===== src/rtl/ra_lcb_cfg_ctl.sv =====
// ra_lcb_cfg_ctl
// Configuration sequencer for the SDR local clock buffer strobe generator.
// Owns the LCB cfg register and changes it only while the array is idle, with
// the strobe gated off during the change and for a settle window afterwards.
// Also runs an autonomous tap sweep across [sw_lo, sw_hi]. For each tap it
// collects pass/fail from an external checker and reports the first and last
// passing taps.
//
// State table:
//   IDLE      | waiting for wr_req or sw_start, strobe enabled
//   DRAIN     | strobe gated, waiting for arr_busy to drop (write or restore)
//   APPLY     | load latched cfg, pulse wr_ack (not on a post-sweep restore)
//   SETTLE    | strobe gated for SETTLE cycles, then back to IDLE
//   SW_DRAIN  | sweep: strobe gated, waiting for arr_busy to drop
//   SW_APPLY  | sweep: load current tap into cfg
//   SW_SETTLE | sweep: strobe gated for SETTLE cycles
//   SW_CHECK  | sweep: strobe enabled, waiting for chk_valid
//
// Ports:
//   clk, reset           array clock, async active-low reset
//   arr_busy             array access in flight (cfg must hold)
//   wr_req/wr_cfg/wr_ack cfg write request, value, one-cycle apply pulse
//   sw_start/sw_lo/sw_hi sweep start and tap range
//   chk_valid/chk_pass   checker result for the current tap
//   cfg, strobe_en       cfg bus and strobe enable to the LCBs
//   busy                 high whenever not IDLE
//   sw_done              one-cycle pulse at sweep end
//   sw_found/first/last  held sweep results

`ifndef LCBSDR_CONFIGWIDTH
`define LCBSDR_CONFIGWIDTH 8
`endif

module ra_lcb_cfg_ctl #(
    parameter int              CFGW      = `LCBSDR_CONFIGWIDTH,
    parameter logic [CFGW-1:0] RESET_CFG = '0,
    parameter int              SETTLE    = 4
) (
    input  logic            clk,
    input  logic            reset,
    input  logic            arr_busy,
    input  logic            wr_req,
    input  logic [CFGW-1:0] wr_cfg,
    output logic            wr_ack,
    input  logic            sw_start,
    input  logic [CFGW-1:0] sw_lo,
    input  logic [CFGW-1:0] sw_hi,
    input  logic            chk_valid,
    input  logic            chk_pass,
    output logic [CFGW-1:0] cfg,
    output logic            strobe_en,
    output logic            busy,
    output logic            sw_done,
    output logic            sw_found,
    output logic [CFGW-1:0] sw_first,
    output logic [CFGW-1:0] sw_last
);

    localparam logic [3:0] SETTLE_CNT = 4'(SETTLE);

    typedef enum logic [2:0] {
        IDLE,
        DRAIN,
        APPLY,
        SETTLE_ST,
        SW_DRAIN,
        SW_APPLY,
        SW_SETTLE,
        SW_CHECK
    } state_t;

    state_t          state;
    logic [CFGW-1:0] lat_cfg;
    logic [CFGW-1:0] pre_cfg;
    logic [CFGW-1:0] tap;
    logic [CFGW-1:0] hi_eff;
    logic            restore;
    logic [3:0]      cnt;
    logic [CFGW-1:0] final_cfg;

    // Value to settle on when the sweep ends. It accounts for a pass on the
    // very tap being retired in this cycle.
    always_comb begin
        final_cfg = pre_cfg;
        if (sw_found)
            final_cfg = sw_first;
        else if (chk_pass)
            final_cfg = tap;
    end

    assign busy = (state != IDLE);

    always_ff @(posedge clk or negedge reset) begin
        if (!reset) begin
            state     <= IDLE;
            cfg       <= RESET_CFG;
            strobe_en <= 1'b1;
            wr_ack    <= 1'b0;
            sw_done   <= 1'b0;
            sw_found  <= 1'b0;
            sw_first  <= '0;
            sw_last   <= '0;
            lat_cfg   <= '0;
            pre_cfg   <= '0;
            tap       <= '0;
            hi_eff    <= '0;
            restore   <= 1'b0;
            cnt       <= '0;
        end else begin
            wr_ack  <= 1'b0;
            sw_done <= 1'b0;
            case (state)
                IDLE: begin
                    if (wr_req) begin
                        lat_cfg   <= wr_cfg;
                        restore   <= 1'b0;
                        strobe_en <= 1'b0;
                        state     <= DRAIN;
                    end else if (sw_start) begin
                        tap       <= sw_lo;
                        // A reversed range collapses to a single tap at sw_lo.
                        hi_eff    <= (sw_lo > sw_hi) ? sw_lo : sw_hi;
                        pre_cfg   <= cfg;
                        sw_found  <= 1'b0;
                        strobe_en <= 1'b0;
                        state     <= SW_DRAIN;
                    end
                end
                DRAIN: begin
                    if (!arr_busy)
                        state <= APPLY;
                end
                APPLY: begin
                    cfg    <= lat_cfg;
                    wr_ack <= !restore;
                    cnt    <= SETTLE_CNT;
                    state  <= SETTLE_ST;
                end
                SETTLE_ST: begin
                    if (cnt == 4'd1) begin
                        cnt       <= '0;
                        strobe_en <= 1'b1;
                        restore   <= 1'b0;
                        state     <= IDLE;
                    end else begin
                        cnt <= cnt - 4'd1;
                    end
                end
                SW_DRAIN: begin
                    if (!arr_busy)
                        state <= SW_APPLY;
                end
                SW_APPLY: begin
                    cfg   <= tap;
                    cnt   <= SETTLE_CNT;
                    state <= SW_SETTLE;
                end
                SW_SETTLE: begin
                    if (cnt == 4'd1) begin
                        cnt       <= '0;
                        strobe_en <= 1'b1;
                        state     <= SW_CHECK;
                    end else begin
                        cnt <= cnt - 4'd1;
                    end
                end
                SW_CHECK: begin
                    if (chk_valid) begin
                        if (chk_pass) begin
                            if (!sw_found) begin
                                sw_first <= tap;
                                sw_found <= 1'b1;
                            end
                            sw_last <= tap;
                        end
                        strobe_en <= 1'b0;
                        if (tap == hi_eff) begin
                            // The restore reuses the write path but waits for
                            // the array to drain, so cfg never moves under an access.
                            sw_done <= 1'b1;
                            lat_cfg <= final_cfg;
                            restore <= 1'b1;
                            state   <= DRAIN;
                        end else begin
                            tap   <= tap + 1'b1;
                            state <= SW_DRAIN;
                        end
                    end
                end
                default: state <= IDLE;
            endcase
        end
    end

endmodule


===== config.mk =====
export PLATFORM = sky130hd
export DESIGN_NAME = ra_lcb_cfg_ctl
export DESIGN_NICKNAME = d
export VERILOG_FILES = /design/src/rtl/ra_lcb_cfg_ctl.sv
export SDC_FILE = /design/constraint.sdc
export NUM_CORES = 1
export LEC_CHECK = 0
export ABC_AREA = 1
export CAP_MARGIN = 20
export CORE_ASPECT_RATIO = 1.75
export CORE_UTILIZATION = 58
export CTS_CLUSTER_SIZE = 16
export DETAILED_ROUTE_END_ITERATION = 8
export PLACE_DENSITY = 0.94
export SKIP_LAST_GASP = 1
export SLEW_MARGIN = 20
export SYNTH_ARGS = -nofsm -noshare
export SYNTH_HDL_FRONTEND = slang
export SYNTH_SLANG_ARGS = --single-unit

===== constraint.sdc =====
create_clock -name clk -period 4.45 [get_ports clk]
set_clock_uncertainty 0.1 [all_clocks]
set_input_delay 0.89 -clock clk [delete_from_list [all_inputs] [get_ports clk]]
set_output_delay 0.89 -clock clk [all_outputs]
set_load 0.05 [all_outputs]

==> results.cfg, run 1 <==
[status]
status = completed

[global_routing]
grt_pass1_wl_um = 15900
grt_usage = 0.305
antenna_found_initial = 0
grt_pass1_vias = 3606
grt_max_degree = 47
grt_overflow_total = 0

[synthesis]
synth_cells = 518
synth_warnings = 0
syn_area_sq_um = 3860
synth_nets = 560
syn_area_per_cell_sq_um = 7.46
ys_ff_latch = 68
synth_xor_area_frac = 0.0136
synth_top_family_by_area = simple AND/OR/NAND/NOR gates
synth_compound_area_frac = 0.126
ys_seq_area_frac = 0.441
synth_cell_types = 30
synth_simple_gate_area_frac = 0.294
synthMuxAreaShare = 0
yosys.area_share.adder = 0.0356

[cells_and_area]
antenna_cells = 0
nFillCells = 480
stdcell_count = 658
syn2layout_area_growth_pct = 23.9
fin_nets = 613
fin_area_sq_um = 4780
drive_above_1_share = 0.0694

[detailed_routing]
wl_per_cell_um = 14.8
dr.pass1.iters = 5
m1WireLength_um = 3380
drt-total-wl_um = 9740
vias = 3679
wl_met2_um = 5410
drc = 0
top_layer = met4
drt_iter0_drc = 229
ant_nets = 0
wl_met3_um = 523
vias_per_cell = 5.59

[timing]
setup_violations = 0
finalSetupTns_ns = 0
tightest_slew_ns = 0.571
maxSlewHeadroom = 0.618
fin_crit_ns = 2.90
period_share = 0.651
slew_violations = 0
rsz0062_at_grt = no
fmax_mhz = 345
hold_viol = 0

[placement]
dp_cells = 642
placed_cell_area_sq_um = 4440
io_buffers = 59
gp_congestion = 0.891
dp_hpwl_um = 7330

[pwr]
cellPowerDensity_nw_per_um2 = 775
power.total_mw = 3.71
ir_worst_vdd_uv = 521
leakage_nw = 2.40

[floorplan]
core_area_sq_um = 6490
die_h_um = 110
start_util = 0.595
dieArea_sq_um = 7000
io_pins = 60
dieWidth_um = 63.7
rows = 39

[critical_path]
critPathMaxFanout = 8
cp_num_buf_inv = 1
path_class = reg2out
r2r-end = tap[4]$_DFFE_PN0P_
start_kind = flop
slowest_stage = clkdlybuf4s50_1
cp_cell_sequence = nor2_1, nand2_2, clkdlybuf4s50_1
max_stage_delay_ns = 0.81
rr_startpoint = state[0]$_DFFE_PN0P_
rr_worst_depth = 10
required_ns = 3.46
rrSetupSlack_ns = 2.35
cp.arrival_ns = 1.91
endpoint_kind = output pin
cp_top_family = buffers and inverters

[hold_path]
worstHoldStart = restore$_DFFE_PN0P_
min_path_cells = 1
hold_path_class = reg2reg
hold_end = wr_ack$_DFF_PN0_

[clock_tree]
cts_sinks = 68
ctsResizeCount = 0
cts_made_buffers = 9
cts_tree = built
post-cts-setup-buffers = 0
cts_hold_buf = 0
clkTransAtPathRegs_ns = 0.05
clk_path_buf_depth = 2
clk_latency_ns = 0.34
cts_root_buffer = clkbuf_16
htree_num_levels = 3

[job]
maxCapViolCount = 0
state kept, by name (all words and copies together) (netlist names), 3 cells and up:
signal and flops:
sw_last 8, pre_cfg 8, hi_eff 8, cnt 4, sw_first 8, lat_cfg 8, cfg 8, state 3
tap 8
worst max-delay path by stage:
stage	from	slack [ns]	depth (start not counted)	to
global route	state[0]$_DFFE_PN0P_	1.49	3	busy
global placement	sw_hi[7]	1.58	10	hi_eff[2]$_DFFE_PN0P_
floorplan	sw_hi[7]	2.19	9	hi_eff[0]$_DFFE_PN0P_
CTS	state[0]$_DFFE_PN0P_	1.56	3	busy
finish	state[0]$_DFFE_PN0P_	1.55	3	busy
detailed placement	sw_hi[7]	1.49	10	hi_eff[6]$_DFFE_PN0P_
layout make-up:
| cell class | count | area [sq um] | share of cell area |
|---|---|---|---|
| Timing Repair Buffer | 60 | 596 | 0.124 |
| Inverter | 62 | 233 | 0.0486 |
| Sequential cell | 68 | 1700 | 0.356 |
| Clock inverter | 3 | 67.6 | 0.0141 |
| Tap cell | 82 | 103 | 0.0214 |
| Multi-Input combinational cell | 370 | 1810 | 0.379 |
| Clock buffer | 13 | 270 | 0.0565 |
where the power goes:
| part | leakage (nW) | switching, mW | total, mW | internal [mW] |
|---|---|---|---|---|
| combinational | 1.38 | 1.16 | 1.73 | 0.562 |
| sequential | 0.854 | 0.284 | 1.19 | 0.904 |
| clock | 0.162 | 0.259 | 0.795 | 0.536 |
cells in the final DEF (no fill, tap or decap), types with 9 or more instances in the layout:
cell type,Yosys,final
o21ai_0,76,76
inv_1,57,57
nand4_1,15,15
nor2_1,36,36
clkdlybuf4s50_1,0,58
dfrtp_1,67,67
nand3_1,31,31
clkbuf_16,0,9
ha_1,11,11
nand2_1,166,166
metrics by stage:
step | hold WS, ns | setup WS [ns] | util
4_1_cts | 0.342 | 1.56 | 0.737
3_3_place_gp | 0.319 | 1.58 | 0.685
2_1_floorplan | 0.304 | 2.19 | -
6_report | 0.348 | 1.55 | 0.737
5_1_grt | 0.373 | 1.49 | 0.737
3_5_place_dp | 0.336 | 1.49 | 0.685
cells in the mapped netlist (all sizes together):
master   number  share of area
clkbuf        3         0.0032
a21o          1         0.0019
nand2       173           0.17
o31ai         1         0.0019
dfstp         1         0.0068
inv          62          0.060
nand4        15          0.024
a21oi         6         0.0078
a2bb2oi       1         0.0023
ha           11          0.036
o22ai         2         0.0032
xor2          3         0.0068
buf          15          0.026
nor2         40          0.049
nand3        33          0.047
xnor2         3         0.0068
dfrtp        67           0.43
o21ai        81           0.11
worst reg2reg max path: cells and delay by family, from the launching register on:
family | cells | cell delay [ns]
simple gates | 8 | 1.01
buf+inv | 2 | 0.42
flops | 1 | 0.52
logic make-up (layout without fill, tap and decap cells):
family                   after synthesis  in the layout
buffers and inverters                 80            138
XOR/XNOR                               6              6
adder cells (fa/ha/maj)               11             11
AO/OA/AOI/OAI                         92             92
AND/OR/NAND/NOR                      261            261
flip-flops                            68             68
layer usage:
| layer | track usage | vias up |
|---|---|---|
| met4 | 0.200 | 0 |
| li1 | - | 1767 |
| met3 | 0.0716 | 37 |
| met2 | 0.562 | 149 |
| met5 | 0 | - |
| met1 | 0.298 | 1726 |
Power figures use the tool's default switching activity.
==> inputs of run 2 (changes only) <==
--- a/config.mk
+++ b/config.mk
@@ -8,10 +8,10 @@
 export ABC_AREA = 1
 export CAP_MARGIN = 20
 export CORE_ASPECT_RATIO = 1.75
-export CORE_UTILIZATION = 58
+export CORE_UTILIZATION = 54
 export CTS_CLUSTER_SIZE = 16
 export DETAILED_ROUTE_END_ITERATION = 8
-export PLACE_DENSITY = 0.94
+export PLACE_DENSITY = 0.89
 export SKIP_LAST_GASP = 1
 export SLEW_MARGIN = 20
 export SYNTH_ARGS = -nofsm -noshare
==> constraint.sdc (replaced) <==
create_clock -name clk -period 2.8 [get_ports clk]
set_clock_uncertainty 0.1 [all_clocks]
set_input_delay 0.56 -clock clk [delete_from_list [all_inputs] [get_ports clk]]
set_output_delay 0.56 -clock clk [all_outputs]
set_load 0.05 [all_outputs]
==> results.cfg, run 2 (same netlist as run 1, synthesis figures left out) <==
[clock_tree]
cts_root_buffer = clkbuf_16
clkTransAtPathRegs_ns = 0.06
ctsResizeCount = 0
cts_sinks = 68
clk_path_buf_depth = 2
cts_made_buffers = 9
clk_latency_ns = 0.34
cts_hold_buf = 0
cts_tree = built
htree_num_levels = 3
post-cts-setup-buffers = 0

[detailed_routing]
dr.pass1.iters = 7
drc = 0
drt_iter0_drc = 310
drt-total-wl_um = 10000
vias_per_cell = 5.62
wl_per_cell_um = 15.1
ant_nets = 0
vias = 3719

[critical_path]
critPathMaxFanout = 8
endpoint_kind = output pin
start_kind = flop
path_class = reg2out
cp.arrival_ns = 1.91
required_ns = 2.14

[status]
status = completed

[global_routing]
grt_pass1_vias = 3787
grt_usage = 0.297
grt_overflow_total = 0
antenna_found_initial = 0
grt_pass1_wl_um = 16600
grt_max_degree = 43

[placement]
io_buffers = 59
dp_hpwl_um = 7180
gp_congestion = 0.896

[cells_and_area]
final_common_cell = nand2_1
drive_above_1_share = 0.0744
antenna_cells = 0
syn2layout_area_growth_pct = 25.5
fin_nets = 615
nFillCells = 558
final_cell_mix = 166 x nand2_1, 76 x o21ai_0, 67 x dfrtp_1, 58 x clkdlybuf4s50_1, 57 x inv_1

[timing]
hold_slack_ns = 0.147
rsz0062_at_grt = no
hold_viol = 0
tightest_slew_ns = 0.651
period_share = 0.916
fin_crit_ns = 2.57
maxSlewHeadroom = 0.566
finalSetupTns_ns = 0
slew_violations = 0
setup_violations = 0
fmax_mhz = 390

[floorplan]
io_pins = 60
start_util = 0.559
rows = 40
dieArea_sq_um = 7510
core_area_sq_um = 6910
dieWidth_um = 65.9
die_h_um = 114

[pwr]
cellPowerDensity_nw_per_um2 = 1250
ir_worst_vdd_uv = 782
leakage_nw = 2.42

[job]
maxCapViolCount = 0

[hold_path]
hold_path_class = in2async
==> run 2: cell types whose count changed in the layout (fill, tap and decap cells not counted) <==
cell | previous run | this run
clkinvlp_4 | 1 | 2
buf_2 | 0 | 1
bufinv_16 | 2 | 4
clkbuf_8 | 3 | 1
buf_12 | 0 | 1
clkbuf_1 | 1 | 0
==> run 2: layout make-up <==
type	instances	area, sq um	share of cell area
multi-input combinational	370	1810	0.374
clock inverter	6	135	0.0279
inverter	62	233	0.0480
clock buffer	10	239	0.0493
sequential	68	1700	0.351
tap	84	105	0.0217
timing repair buffer	62	621	0.128
==> run 2: metrics by stage <==
step / utilization / setup WS, ns / instances / power, mW / instance area, sq um
floorplan: - / 0.871 / 518 / 3.78 / 3860
global placement: 0.648 / 0.338 / 646 / 4.46 / 4470
detailed placement: 0.648 / 0.218 / 646 / 4.57 / 4470
CTS: 0.702 / 0.225 / 662 / 6.05 / 4850
global route: 0.702 / 0.148 / 662 / 6.43 / 4850
finish: 0.702 / 0.234 / 662 / 6.06 / 4850
==> run 2: critical path: stages, from the launching register on <==
cell and delay, ns:
dfrtp_1 0.52, nor2_1 0.11, nand2_2 0.13, clkdlybuf4s50_1 0.82
==> run 2: where the power goes <==
| part | switching, mW | internal [mW] |
|---|---|---|
| Clock | 0.427 | 0.983 |
| Sequential | 0.454 | 1.44 |
| Combinational | 1.86 | 0.897 |
==> run 2: path summary, 6_finish.rpt <==
path / startpoint / end / slack, ns / cells after the start
worst min register to register: restore$_DFFE_PN0P_ / wr_ack$_DFF_PN0_ / 0.35 / 1
worst min-delay path: reset / sw_last[1]$_DFFE_PN0P_ / 0.15 / 1
min in group clk: restore$_DFFE_PN0P_ / wr_ack$_DFF_PN0_ / 0.35 / 1
worst max register to register: tap[0]$_DFFE_PN0P_ / tap[5]$_DFFE_PN0P_ / 0.59 / 10
worst max-delay path: state[0]$_DFFE_PN0P_ / busy / 0.23 / 3
max in group asynchronous: reset / strobe_en$_DFFE_PN1P_ / 1.74 / 2
==> run 2: metal layers <==
metal,part of all wire,up-vias,wire [um],GRT usage
li1,-,1770,-,-
met1,0.35,1723,3470,0.294
met2,0.54,172,5410,0.518
met3,0.056,54,562,0.0810
met4,0.059,0,587,0.203
met5,0,-,0,0
